### src/rtl/cla_subtractor_seq.sv
// Iterative wide subtractor: computes A - B - BIN one 4-bit carry-lookahead
// slice per clock, with the inter-slice carry held in a register.
module cla_subtractor_seq #(
  parameter int WIDTH = 16
) (
  input  logic             CLK,
  input  logic             RST_N,
  input  logic             START,
  input  logic [WIDTH-1:0] A,
  input  logic [WIDTH-1:0] B,
  input  logic             BIN,
  output logic             READY,
  output logic             DONE,
  output logic [WIDTH-1:0] DIFF,
  output logic             BOUT,
  output logic             ZERO,
  output logic             OVF
);

  localparam int NSLICE = WIDTH / 4;
  localparam int KW     = (NSLICE > 1) ? $clog2(NSLICE) : 1;
  localparam int MSB    = WIDTH - 1;
  localparam logic [KW-1:0] K_LAST = KW'(NSLICE - 1);

  typedef enum logic [1:0] {
    IDLE = 2'd0,
    RUN  = 2'd1,
    FIN  = 2'd2
  } state_t;

  state_t           state_q, state_d;
  logic [WIDTH-1:0] a_q, b_q;
  logic [WIDTH-1:0] work_q, work_d;
  logic [WIDTH-1:0] diff_q, diff_d;
  logic [KW-1:0]    k_q, k_d;
  logic             carry_q, carry_d;
  logic             bout_q, bout_d;
  logic             zero_q, zero_d;
  logic             ovf_q, ovf_d;

  logic             accept;
  logic             last;
  logic [3:0]       sa, sb, sp, sg, nib;
  logic [4:0]       c;

  assign accept = (state_q == IDLE) && START;
  assign last   = (k_q == K_LAST);

  // ---------------------------------------------------------------- FSM
  // NOTE: sequential state uses non-blocking assignments so every register
  // samples the pre-edge values of its peers, regardless of block order.
  always_ff @(posedge CLK or negedge RST_N) begin
    if (!RST_N) state_q <= IDLE;
    else        state_q <= state_d;
  end

  always_comb begin
    state_d = state_q;
    unique case (state_q)
      IDLE:    if (START) state_d = RUN;
      RUN:     if (last)  state_d = FIN;
      FIN:     state_d = IDLE;
      default: state_d = IDLE;
    endcase
  end

  always_comb begin
    READY = (state_q == IDLE);
    DONE  = (state_q == FIN);
  end

  // ---------------------------------------------------------- slice CLA
  // Select the current nibble of A and of the inverted B.
  always_comb begin
    sa = '0;
    sb = '0;
    for (int i = 0; i < NSLICE; i++) begin
      if (k_q == KW'(i)) begin
        sa = a_q[4*i +: 4];
        sb = ~b_q[4*i +: 4];
      end
    end
  end

  assign sp   = sa ^ sb;
  assign sg   = sa & sb;
  assign c[0] = carry_q;
  assign c[1] = sg[0] | (sp[0] & c[0]);
  assign c[2] = sg[1] | (sp[1] & sg[0]) | (sp[1] & sp[0] & c[0]);
  assign c[3] = sg[2] | (sp[2] & sg[1]) | (sp[2] & sp[1] & sg[0])
              | (sp[2] & sp[1] & sp[0] & c[0]);
  assign c[4] = sg[3] | (sp[3] & sg[2]) | (sp[3] & sp[2] & sg[1])
              | (sp[3] & sp[2] & sp[1] & sg[0])
              | (sp[3] & sp[2] & sp[1] & sp[0] & c[0]);
  assign nib  = sp ^ c[3:0];

  // NOTE: every always_comb output gets a default first so no path leaves
  // it unassigned, which would otherwise infer a latch.
  always_comb begin
    work_d = work_q;
    for (int i = 0; i < NSLICE; i++) begin
      if (k_q == KW'(i)) work_d[4*i +: 4] = nib;
    end
  end

  // ------------------------------------------------------------ datapath
  // NOTE: operand and working-result registers carry no reset; they are
  // always written before being read, so resetting them buys nothing.
  always_ff @(posedge CLK) begin
    if (accept) begin
      a_q <= A;
      b_q <= B;
    end
    if (state_q == RUN) work_q <= work_d;
  end

  always_comb begin
    carry_d = carry_q;
    k_d     = k_q;
    diff_d  = diff_q;
    bout_d  = bout_q;
    zero_d  = zero_q;
    ovf_d   = ovf_q;
    if (accept) begin
      carry_d = ~BIN;
      k_d     = '0;
    end else if (state_q == RUN) begin
      carry_d = c[4];
      k_d     = k_q + 1'b1;
      if (last) begin
        diff_d = work_d;
        bout_d = ~c[4];
        zero_d = (work_d == '0);
        ovf_d  = (a_q[MSB] != b_q[MSB]) && (work_d[MSB] != a_q[MSB]);
      end
    end
  end

  always_ff @(posedge CLK or negedge RST_N) begin
    if (!RST_N) begin
      carry_q <= 1'b0;
      k_q     <= '0;
      diff_q  <= '0;
      bout_q  <= 1'b0;
      zero_q  <= 1'b0;
      ovf_q   <= 1'b0;
    end else begin
      carry_q <= carry_d;
      k_q     <= k_d;
      diff_q  <= diff_d;
      bout_q  <= bout_d;
      zero_q  <= zero_d;
      ovf_q   <= ovf_d;
    end
  end

  assign DIFF = diff_q;
  assign BOUT = bout_q;
  assign ZERO = zero_q;
  assign OVF  = ovf_q;

endmodule
### config.mk
export PLATFORM = sky130hd
export DESIGN_NAME = cla_subtractor_seq
export DESIGN_NICKNAME = d
export VERILOG_FILES = /design/src/rtl/cla_subtractor_seq.sv
export SDC_FILE = /design/constraint.sdc
export NUM_CORES = 1
export LEC_CHECK = 0
export BUFFER_PORTS_ARGS = -buffer_cell sky130_fd_sc_hd__buf_2
export CAP_MARGIN = 30
export CORE_ASPECT_RATIO = 0.6
export CORE_MARGIN = 4
export CORE_UTILIZATION = 55
export DETAILED_ROUTE_END_ITERATION = 7
export GPL_TIMING_DRIVEN = 0
export HOLD_SLACK_MARGIN = 0.05
export PLACE_DENSITY = 0.79
export SLEW_MARGIN = 20
export SYNTH_ARGS = -nofsm -noshare
export SYNTH_HDL_FRONTEND = slang
export SYNTH_SLANG_ARGS = --single-unit
### constraint.sdc
create_clock -name CLK -period 4.7 [get_ports CLK]
set_clock_uncertainty 0.15 [all_clocks]
set_input_delay 0.705 -clock CLK [delete_from_list [all_inputs] [get_ports CLK]]
set_output_delay 0.705 -clock CLK [all_outputs]
set_load 0.01 [all_outputs]
After elaboration in Yosys (flattened, before gate mapping)
Index checks and enable logic that the tools add are counted.
{ "totals": {"register_bits": 72, "in_bits": 36, "output_inout_bits": 21, "word_cells": 83} }
{ "classes": {"add_sub_neg": 1, "n_eq_ne": 9, "muxes": 19, "n_bitwise": 36, "n_reduce_logical": 8} }
{ "ops": {"columns": ["cell", "n"], "rows": [
  ["2-to-1 mux 4 bit", 12],
  ["bitwise AND 1 bit", 16],
  ["logical NOT 16 bit", 1],
  ["inverter 4 bit", 4],
  ["OR 1 bit", 10],
  ["2-to-1 mux 2 bit", 4],
  ["XOR 4 bit", 2],
  ["== test 2 bit (second input constant)", 3],
  ["bitwise AND 4 bit", 1],
  ["== test 2 x 1 -> 1 bit (second input constant)", 2],
  ["logical NOT 2 bit", 2],
  ["!= test 2 bit (second input constant)", 2],
  ["one-hot mux 2 bit (2 select lines)", 1],
  ["inverter 1 bit", 3],
  ["AND reduction 3 bit", 1],
  ["adder 2 x 1 -> 2 bit (second input constant)", 1],
  ["logical AND 1 bit", 2],
  ["2-to-1 mux 1 bit", 2],
  ["!= test 1 bit", 2],
  ["AND reduction 2 bit", 1],
  ["nonzero test 2 bit", 1]
]} }

Depth between registers and ports, before layout
Gate-level depths: netlist (run 1).
{ "logic_depth": {"ltp_word": 14, "depth_mapped": 16, "depth_no_buf": 13} }

Worst setup path before layout (run 1)
OpenSTA, ideal clock, no wires.
{ "synth_timing": {"kind": "register to register", "startpoint": "reg k_q[0]", "endpoint": "reg zero_q, in the netlist ZERO", "setup_time_ps": 92, "arrival_time_ps": 3274, "required_time_ps": 4458, "slack_ps": 1184, "stages_incl_launch_ff": 15, "path_buffers": 2, "synth_period_minus_slack_ps": 3516, "cell_sequence": "dfrtp_1 > inv_1 > ha_1 > clkbuf_1 > buf_1 > nand3_1 > a21oi_1 > a21oi_1 > o21ai_0 > fa_1 > mux2_2 > nor2_1 > nand3_1 > a2111o_1 > o31ai_2"} }
{ "synth_via": {"word_cells_on_any_way": 36, "cone_classes": "3 x eq/ne; 12 x mux; 18 x bitwise; 3 x reduce/logical"} }
{ "synth_lines": {"columns": ["element", "line_no", "text"], "rows": [
  ["from (decl)", "35", "logic [KW-1:0] k_q, k_d;"],
  ["from (signal assigned)", "149", "k_q <= k_d;"],
  ["logical NOT 2 bit", "78", "if (k_q == KW'(i)) begin"],
  ["2-to-1 mux 4 bit (4 in a row)", "78", null],
  ["XOR 4 bit", "85", "assign sp = sa ^ sb;"],
  ["XOR 4 bit", "95", "assign nib = sp ^ c[3:0];"],
  ["2-to-1 mux 4 bit (*)", "102", "if (k_q == KW'(i)) work_d[4*i +: 4] = nib;"],
  ["named net work_d[8]", "33", "logic [WIDTH-1:0] work_q, work_d;"],
  ["logical NOT 16 bit (*)", "133", "zero_d = (work_d == '0);"],
  ["to (signal assigned)", "152", "zero_q <= zero_d;"],
  ["to (decl)", "38", "logic zero_q, zero_d;"]
]} }
The timed path passes the listed nets; every way through them passes the cells marked *.
A chain may end at the register's enable or synchronous reset.

Worst setup path in the final report (run 1)
Ends and elaborated chain as after synthesis.

==> results_dict.tcl, run 1 <==
set metrics [dict create \
    cp_data_required_time_ps 4810 \
    critPathKind "flip-flop to flip-flop" \
    ys_types 42 \
    synth_to_layout_area_growth_pct 18.03 \
    setup_violations 0 \
    tightest_slew_margin_relative_to_the_limit_pct 55.72 \
    p_leak_nw 1.563 \
    yosysSeqAreaShare_pct 62.50 \
    max_freq_mhz 226.6 \
    gr-usage-met3_pct 8.293 \
    drtAntennaViolNets 0 \
    layout-drive-gt1-share_pct 28.40 \
    routed_wl_um 6709 \
    cts-buffers-inserted 9 \
    drtIter0Drc 186 \
    crit_fanout 10 \
    sequential_cell_area_sq_um 1952 \
    timing.critical_path.arrival_ps 4530 \
    synth-warning-count 0 \
    route.detailed.wl_per_inst_um 16.73 \
    port_buffers 56 \
    initial_core_util_pct 59.15 \
    worstMarginPinSlew_ps 653.8 \
    kind_of_start_point_of_the_critical_path "flip-flop" \
    grt_antenna_before_repair 0 \
    fin_nets 364 \
    syn_area_per_cell_sq_um 12.39 \
    dr.pass1.iters 5 \
    most_congested_layer_reported_by_global_routing "met1" \
    synth.ff_latch_count 69 \
    cts_tree "done" \
    antennaDiodeCount 0 \
    cts.repair_timing.setup_buffer_count 0 \
    cts_resized 0 \
    die_height_um 66.37 \
    period_minus_slack_ps 4413 \
    root_cell_of_the_clock_tree "sky130_fd_sc_hd__clkbuf_8" \
    ys.flop_type "sky130_fd_sc_hd__edfxtp_1" \
    dpl.cell_count 385 \
    globalRouteOverflowTotal 0 \
    rsz0062_at_grt "false" \
    route.vias.total 2239 \
    core-area_sq_um 5280 \
    grt_util_met1_pct 30.33 \
    final_cell_count_no_fill 401 \
    max_cap_violations 0 \
    top_level_ports 57 \
    syn_area_sq_um 3123 \
    ctsLongestPathBuffers 2 \
    synth_fp_nets 297 \
    htree_num_levels 3 \
    timing.hold.worst.class "input port to asynchronous set/reset pin" \
    fp.dieArea_sq_um 6987 \
    ir_drop_uv 446.4 \
    layout_commonest_cell "sky130_fd_sc_hd__buf_2" \
    critical_path.endpoint_type "flip-flop" \
    die_width_um 105.3 \
    grt_start_max_net_pins 34 \
    most_frequent_cells_in_the_layout "sky130_fd_sc_hd__buf_2, sky130_fd_sc_hd__edfxtp_1, sky130_fd_sc_hd__nand2_1" \
    power_density_nw_per_um2 839.1 \
    viasPerCell 5.584 \
    detailedPlacementHpwl_um 4746 \
    clk_latency_ps 350 \
    synth_enable_flop_cells 45 \
    outcome "finished, final reports clean" \
    syn-instance-count 252 \
    place.gp.congestion 0.8333 \
    grt_use_total_pct 21.03 \
    cts.reportedPaths.clkPinSlew_ps 70 \
    final-max-slew-violation-count 0 \
    row_count 20 \
    remaining_drc_errors 0 \
    ys_async_sr_fraction_pct 34.78 \
    setup-tns-final_ps 0 \
    timing.hold.ws_ps 180.5 \
    vias_in_the_first_global_route 2162 \
    finalHoldViolations 0 \
    met2_usage_pct 29.05 \
    count_of_filler_cells_inserted_in_the_layout 415 \
    clk_sinks 69 \
    grt_pass1_wl_um 10830 \
    timing.final.crit_share_pct 93.90 \
    postCtsHoldBufs 0 \
    multiInputGateArea_sq_um 1057 \
]
==> cells in the mapped netlist, types with 3 or more instances <==
cell type / n / area share [%]
sky130_fd_sc_hd__ha_1: 8 / 3.2
sky130_fd_sc_hd__o211ai_1: 5 / 1.2
sky130_fd_sc_hd__a21oi_1: 9 / 1.4
sky130_fd_sc_hd__and3b_1: 3 / 0.84
sky130_fd_sc_hd__o21ai_0: 22 / 3.5
sky130_fd_sc_hd__dfrtp_1: 24 / 19
sky130_fd_sc_hd__a21o_2: 3 / 0.84
sky130_fd_sc_hd__edfxtp_1: 45 / 43
sky130_fd_sc_hd__a2111o_1: 4 / 1.4
sky130_fd_sc_hd__clkbuf_1: 8 / 0.96
sky130_fd_sc_hd__nor2b_1: 12 / 2.4
sky130_fd_sc_hd__nor2_1: 9 / 1.1
sky130_fd_sc_hd__inv_1: 11 / 1.3
sky130_fd_sc_hd__nand2_1: 33 / 4.0
sky130_fd_sc_hd__a211o_1: 3 / 0.84
sky130_fd_sc_hd__nand3_1: 8 / 1.3
sky130_fd_sc_hd__mux2_2: 12 / 4.3
==> layer usage <==
layer | routed length [um] | vias up | share of wire, %
li1 | - | 1052 | -
met1 | 3278 | 1064 | 49
met2 | 2749 | 108 | 41
met3 | 546 | 15 | 8.1
met4 | 135 | 0 | 2.0
met5 | 0 | - | 0
==> flip-flops by register name (all words and copies together), names as in the netlist <==
signal,cells
carry_q,1
DIFF,16
state_q,2
work_q,13
k_q,2
BOUT,1
a_q,16
OVF,1
ZERO,1
b_q,16
==> final timing paths <==
path,startpoint,to,slack (ps),cells past startpoint
min,RST_N,DIFF[8],180,1
min in group CLK,DIFF[10],DIFF[10],320,2
min reg2reg,DIFF[10],DIFF[10],320,2
max,k_q[0],ZERO,290,14
max reg2reg,k_q[0],ZERO,290,14
max in group asynchronous,RST_N,k_q[1],3860,1
==> worst max-delay path, cell delays in order, from the launching register on <==
cell	delay, ps
sky130_fd_sc_hd__dfrtp_1	440
sky130_fd_sc_hd__inv_1	110
sky130_fd_sc_hd__ha_1	140
sky130_fd_sc_hd__clkbuf_1	400
sky130_fd_sc_hd__buf_1	540
sky130_fd_sc_hd__nand3_1	140
sky130_fd_sc_hd__a21oi_1	170
sky130_fd_sc_hd__a21oi_1	50
sky130_fd_sc_hd__o21ai_0	380
sky130_fd_sc_hd__fa_1	580
sky130_fd_sc_hd__mux2_2	320
sky130_fd_sc_hd__nor2_1	160
sky130_fd_sc_hd__nand3_1	130
sky130_fd_sc_hd__a2111o_1	400
sky130_fd_sc_hd__o31ai_2	210
==> stage by stage <==
step | cell area [sq um] | worst slack, ps | power, mW | utilization, %
finish | 3686 | 286.9 | 3.093 | 69.81
global route | 3686 | 31.07 | 3.314 | 69.81
CTS | 3686 | 347.8 | 3.083 | 69.81
detailed placement | 3500 | 378.3 | 2.608 | 66.28
global placement | 3500 | 472.6 | 2.556 | 66.28
floorplan | 3123 | 1184 | 2.151 | -
==> layout make-up <==
class	instances	area share [%]
tap	77	2.614
buffer	13	1.867
inverter	12	1.222
timing repair buffer	56	7.604
multi-input combinational	158	28.68
clock inverter	1	0.8147
sequential	69	52.95
clock buffer	15	4.243
==> cell families (layout without fill, tap and decap cells) <==
family | Yosys count | after routing | synth area share [%]
buffers and inverters | 25 | 97 | 3.646
XOR/XNOR | 2 | 2 | 0.5610
multiplexers | 13 | 13 | 4.647
AND/OR/NAND/NOR | 73 | 73 | 11.38
flip-flops | 69 | 69 | 62.50
AO/OA/AOI/OAI | 61 | 61 | 13.42
adder cells (fa/ha/maj) | 9 | 9 | 3.846
==> power by group <==
part	internal [mW]	total (mW)	switching [mW]
clock network	0.261	0.465	0.204
logic	0.623	1.60	0.975
registers	0.938	1.03	0.0919
total	1.82	3.09	1.27
(Power assumes the default switching activity.)
==> inputs of run 2 (changes only) <==
ABC_AREA = 1   (was unset)
==> results_dict.tcl, run 2 <==
set metrics [dict create \
    row_count 21 \
    cts.repair_timing.setup_buffer_count 0 \
    synth.ff_latch_count 71 \
    cts_tree "done" \
    htree_num_levels 3 \
    timing.final.crit_share_pct 71.94 \
    timing.critical_path.arrival_ps 3530 \
    ys_top_cells_by_count "sky130_fd_sc_hd__nand2_1, sky130_fd_sc_hd__edfxtp_1, sky130_fd_sc_hd__inv_1, sky130_fd_sc_hd__dfrtp_1, sky130_fd_sc_hd__o21ai_0" \
    vias_in_the_first_global_route 2126 \
    grt_antenna_before_repair 0 \
    root_cell_of_the_clock_tree "sky130_fd_sc_hd__clkbuf_8" \
    route.detailed.wl_per_inst_um 14.26 \
    dr.pass1.iters 4 \
    cts-buffers-inserted 9 \
    grt_use_total_pct 20.05 \
    ys.flop_type "sky130_fd_sc_hd__edfxtp_1" \
    viasPerCell 5.056 \
    routed_wl_um 6387 \
    kind_of_start_point_of_the_critical_path "flip-flop" \
    most_frequent_cells_in_the_layout "sky130_fd_sc_hd__nand2_1, sky130_fd_sc_hd__buf_2, sky130_fd_sc_hd__edfxtp_1" \
    max_freq_mhz 295.7 \
    count_of_filler_cells_inserted_in_the_layout 462 \
    worstPathBufferInverterCount 5 \
    fp.dieArea_sq_um 7033 \
    post-synth-top-area-cell "sky130_fd_sc_hd__edfxtp_1" \
    synth_largest_type_area_fraction_pct 44.87 \
    grt_start_max_net_pins 25 \
    synth_enable_flop_cells 47 \
    initial_core_util_pct 56.74 \
    ys_async_sr_fraction_pct 33.80 \
    syn_area_sq_um 3146 \
    yosysSeqAreaShare_pct 63.96 \
    cpMaxStageDelayCell "sky130_fd_sc_hd__fa_1" \
    route.vias.total 2265 \
    rsz0062_at_grt "false" \
    worstMarginPinSlew_ps 877.8 \
    layout_commonest_cell "sky130_fd_sc_hd__nand2_1" \
    fin_nets 408 \
    drtAntennaViolNets 0 \
    setup-tns-final_ps 0 \
    sequential_cell_area_sq_um 2012 \
    cts.reportedPaths.clkPinSlew_ps 80 \
    ctsLongestPathBuffers 2 \
    drtIter0Drc 158 \
    crit_fanout 10 \
    dp_worst_setup_slack_ps 1363 \
    synth-warning-count 0 \
    ys_types 29 \
    syn-instance-count 295 \
    max_cap_violations 0 \
    p_leak_nw 1.718 \
    detailedPlacementHpwl_um 4656 \
    place.gp.congestion 0.8302 \
    die_height_um 66.58 \
    synth_fp_nets 340 \
    ir_drop_uv 335.9 \
    clk_sinks 71 \
    synth_to_layout_area_growth_pct 18.62 \
    period_minus_slack_ps 3381 \
    layout-drive-gt1-share_pct 28.80 \
    remaining_drc_errors 0 \
    clk_latency_ps 350 \
    grt_pass1_wl_um 10450 \
    tightest_slew_margin_relative_to_the_limit_pct 41.41 \
    cts_resized 0 \
    synth.most_common_cell "sky130_fd_sc_hd__nand2_1" \
    postCtsHoldBufs 0 \
    crit_path_cell_trace "inv_1 -> ha_1 -> buf_6 -> inv_4 -> buf_2 -> nand2_1 -> o22ai_1 -> o21ai_0 -> o21ai_0 -> fa_1 -> inv_1 -> nand2_1 -> o21ai_1 -> nand3_1 -> nor2_1 -> nand3_1 -> nor2_1 -> nand3_1 -> nand2_1" \
    max_stage_delay_ps 530 \
    setup_violations 0 \
    critical_path.endpoint_type "flip-flop" \
    globalRouteOverflowTotal 0 \
    top_level_ports 57 \
    finalHoldViolations 0 \
    antennaDiodeCount 0 \
    critPathKind "flip-flop to flip-flop" \
    port_buffers 56 \
    final-max-slew-violation-count 0 \
    setup_ws_ps 1319 \
    outcome "finished, final reports clean" \
    multiInputGateArea_sq_um 972.2 \
    critical_path.top_delay_family "simple AND/OR/NAND/NOR gates" \
    die_width_um 105.6 \
    cp_data_required_time_ps 4850 \
    core-area_sq_um 5544 \
    timing.hold.worst.class "input port to asynchronous set/reset pin" \
    power_density_nw_per_um2 816.1 \
    syn_area_per_cell_sq_um 10.66 \
    ys_top_cells_by_area "sky130_fd_sc_hd__edfxtp_1, sky130_fd_sc_hd__dfrtp_1, sky130_fd_sc_hd__nand2_1" \
]
==> run 2: final cells by class <==
class,instances,share of cell area [%]
sequential,71,53.92
clock buffer,10,3.689
clock inverter,6,1.341
timing repair buffer,57,7.914
tap,80,2.683
buffer,10,1.509
inverter,28,2.884
multi-input combinational,186,26.06
==> run 2: stage by stage <==
step	hold WS [ps]	utilization, %	instances	total power [mW]	area [sq um]
3_3_place_gp	311.9	63.60	431	2.530	3526
5_1_grt	211.3	67.30	448	3.318	3731
6_report	182.0	67.30	448	3.045	3731
2_1_floorplan	259.4	-	295	2.162	3146
4_1_cts	191.8	67.30	448	3.045	3731
3_5_place_dp	314.5	63.91	432	2.587	3543
==> run 2: routing by layer <==
metal / vias to the layer above / global-route usage (%) / routed length (um) / part of all wire, %
li1: 1130 / - / - / -
met1: 1044 / 29.27 / 3115 / 49
met2: 83 / 28.49 / 2652 / 42
met3: 8 / 5.808 / 555 / 8.7
met4: 0 / 7.270 / 63 / 0.99
met5: - / 0 / 0 / 0
==> run 2: final timing paths <==
check / slack (ps) / depth (start not counted) / endpoint / from
setup reg to reg: 1320 / 19 / ZERO / k_q[1]
max in group asynchronous: 3840 / 1 / DIFF[13] / RST_N
hold reg to reg: 330 / 2 / BOUT / BOUT
hold / removal: 180 / 1 / DIFF[6] / RST_N
min in group CLK: 330 / 2 / BOUT / BOUT
setup / recovery: 1320 / 19 / ZERO / k_q[1]
==> run 2: report_power, final <==
group / internal [mW] / switching (mW)
registers: 0.969 / 0.0949
clock network: 0.212 / 0.242
logic: 0.521 / 1.01
==> run 2: cell families after synthesis <==
group,synth area share (%)
compound gates,8.114
simple gates,18.89
buf+inv,5.211
fa+ha+maj,3.819
flops,63.96
==> run 2: worst register-to-register path: stages (launching register included) <==
cell,delay [ps]
sky130_fd_sc_hd__dfrtp_1,400
sky130_fd_sc_hd__inv_1,90
sky130_fd_sc_hd__ha_1,200
sky130_fd_sc_hd__buf_6,150
sky130_fd_sc_hd__inv_4,80
sky130_fd_sc_hd__buf_2,220
sky130_fd_sc_hd__nand2_1,170
sky130_fd_sc_hd__o22ai_1,140
sky130_fd_sc_hd__o21ai_0,90
sky130_fd_sc_hd__o21ai_0,160
sky130_fd_sc_hd__fa_1,530
sky130_fd_sc_hd__inv_1,120
sky130_fd_sc_hd__nand2_1,50
sky130_fd_sc_hd__o21ai_1,130
sky130_fd_sc_hd__nand3_1,100
sky130_fd_sc_hd__nor2_1,130
sky130_fd_sc_hd__nand3_1,80
sky130_fd_sc_hd__nor2_1,170
sky130_fd_sc_hd__nand3_1,100
sky130_fd_sc_hd__nand2_1,70
==> inputs of run 3 (changes only) <==
clock period = 3.2 ns   (was 4.7 ns; I/O delays follow)
==> results_dict.tcl, run 3 (same netlist as run 2, synthesis figures left out) <==
set metrics [dict create \
    outcome "finished, final reports clean" \
    place.gp.congestion 0.8302 \
    kind_of_start_point_of_the_critical_path "flip-flop" \
    viasPerCell 5.076 \
    grt_antenna_before_repair 0 \
    root_cell_of_the_clock_tree "sky130_fd_sc_hd__clkbuf_8" \
    detailedPlacementHpwl_um 4656 \
    remaining_drc_errors 0 \
    critical_path.reg2reg.startpoint "k_q[0]" \
    timing.hold.ws_ps 152.4 \
    vias_in_the_first_global_route 2122 \
    clk_latency_ps 350 \
    crit_fanout 10 \
    timing.reg2reg.worst_path_depth 16 \
    finish.utilization_pct 68.45 \
    port_buffers 56 \
    worstPathBufferInverterCount 3 \
    dp_worst_setup_slack_ps -137.2 \
    critical-path-top-cell-by-count "sky130_fd_sc_hd__nand3_1" \
    period_minus_slack_ps 2972 \
    cp.depth 16 \
    max_freq_mhz 336.5 \
    row_count 21 \
    antennaDiodeCount 0 \
    most_frequent_cells_in_the_layout "sky130_fd_sc_hd__nand2_1, sky130_fd_sc_hd__buf_2, sky130_fd_sc_hd__edfxtp_1" \
    final-max-slew-violation-count 0 \
    setup_ws_ps 228.1 \
    worstMarginPinSlew_ps 874.5 \
    count_of_filler_cells_inserted_in_the_layout 447 \
    cts.reportedPaths.clkPinSlew_ps 80 \
    tightest_slew_margin_relative_to_the_limit_pct 41.64 \
    layout-drive-gt1-share_pct 31.44 \
    max_stage_delay_ps 470 \
    globalRouteOverflowTotal 0 \
    timing.final.crit_share_pct 92.87 \
    ctsLongestPathBuffers 2 \
    layout_commonest_cell "sky130_fd_sc_hd__nand2_1" \
    route.detailed.wl_per_inst_um 14.33 \
    timing.critical_path.arrival_ps 3110 \
    fin_nets 409 \
    clk_sinks 71 \
    grt_start_max_net_pins 25 \
    grt_pass1_wl_um 10410 \
    detailed_route_wire_length_on_metal_1_um 3026 \
    htree_num_levels 3 \
    cts_tree "done" \
    critical_path.startpoint "k_q[0]" \
    cts-buffers-inserted 9 \
    drtIter0Drc 150 \
    setup_violations 0 \
    core-area_sq_um 5544 \
    cpMaxStageDelayCell "sky130_fd_sc_hd__fa_1" \
    fp.dieArea_sq_um 7033 \
    dr.pass1.iters 5 \
    timing.hold.worst.class "input port to flip-flop" \
    cp_data_required_time_ps 3340 \
    top_level_ports 57 \
    worst_hold_startpoint "B[2]" \
    routed_wl_um 6432 \
    p_leak_nw 1.740 \
    drtAntennaViolNets 0 \
    ir_drop_uv 486.8 \
    finalHoldViolations 0 \
    met3_wirelength_um 589 \
    critical_path.endpoint_type "flip-flop" \
    setup-tns-final_ps 0 \
    critPathKind "flip-flop to flip-flop" \
    critical_path.top_delay_family "simple AND/OR/NAND/NOR gates" \
    route.vias.total 2279 \
    crit_path_cell_trace "inv_1 -> ha_1 -> buf_6 -> inv_1 -> o211ai_1 -> a21oi_2 -> fa_1 -> nand2_1 -> nand2_2 -> nor2_2 -> nand3_1 -> nor2_1 -> nand3_1 -> nor2_2 -> nand3_1 -> nand2_1" \
    routed_length_on_met2_um 2724 \
    grt_use_total_pct 20.01 \
    power_density_nw_per_um2 1205 \
    synth_to_layout_area_growth_pct 20.64 \
    maxUsedRoutingLayer "met4" \
    die_width_um 105.6 \
    die_height_um 66.58 \
    max_cap_violations 0 \
    initial_core_util_pct 56.74 \
    hold_path_depth 1 \
]
## run 3: worst paths after layout
check,endpoint,slack (ps)
worst max register to register,ZERO,230
worst min register to register,ZERO,330
worst min-delay path,b_q[2],150
min in group asynchronous,DIFF[6],490
worst max-delay path,ZERO,230
max in group asynchronous,DIFF[13],2030
## run 3: power breakdown
part / total [mW] / leakage [nW] / internal [mW] / switching, mW
Combinational: 2.34 / 0.908 / 0.828 / 1.52
Clock: 0.665 / 0.0899 / 0.311 / 0.354
Sequential: 1.56 / 0.742 / 1.42 / 0.140
Total: 4.57 / 1.74 / 2.56 / 2.01
## run 3: through the flow
| step | total power [mW] | instance area [sq um] | cells |
|---|---|---|---|
| CTS | 4.502 | 3755 | 449 |
| detailed placement | 3.800 | 3543 | 432 |
| global placement | 3.716 | 3526 | 431 |
| global route | 4.985 | 3795 | 449 |
| finish | 4.573 | 3795 | 449 |
| floorplan | 3.176 | 3146 | 295 |
## run 3: worst register-to-register path, cell delays in order (launching register included)
cell and delay, ps:
sky130_fd_sc_hd__dfrtp_1 420, sky130_fd_sc_hd__inv_1 90, sky130_fd_sc_hd__ha_1 230, sky130_fd_sc_hd__buf_6 150, sky130_fd_sc_hd__inv_1 150, sky130_fd_sc_hd__o211ai_1 180, sky130_fd_sc_hd__a21oi_2 230, sky130_fd_sc_hd__fa_1 470
sky130_fd_sc_hd__nand2_1 100, sky130_fd_sc_hd__nand2_2 80, sky130_fd_sc_hd__nor2_2 100, sky130_fd_sc_hd__nand3_1 70, sky130_fd_sc_hd__nor2_1 110, sky130_fd_sc_hd__nand3_1 100, sky130_fd_sc_hd__nor2_2 150, sky130_fd_sc_hd__nand3_1 90
sky130_fd_sc_hd__nand2_1 60
## run 3: area by class of cell
class / count / area [sq um] / share of cell area (%)
plain buffers: 9 / 71.32 / 1.879
clock buffers: 10 / 137.6 / 3.627
clock inverters: 6 / 50.05 / 1.319
inverters: 28 / 110.1 / 2.901
multi-input cells: 186 / 1001 / 26.38
flip-flops and latches: 71 / 2012 / 53.02
well taps: 80 / 100.1 / 2.638
repair buffers: 59 / 312.8 / 8.243
## run 3: repair_timing
action	in CTS	in global routing
pin swaps	1	6
setup endpoints to repair	1	6
hold endpoints to repair	24	0
setup buffers	1	0
hold buffers	1	0
gates cloned	0	0
gates resized for setup	5	22
## run 3: metal layers
layer | track usage [%] | up-vias
met4 | 7.270 | 0
met1 | 29.27 | 1048
met5 | 0 | -
met2 | 28.33 | 92
li1 | - | 1129
met3 | 5.808 | 10
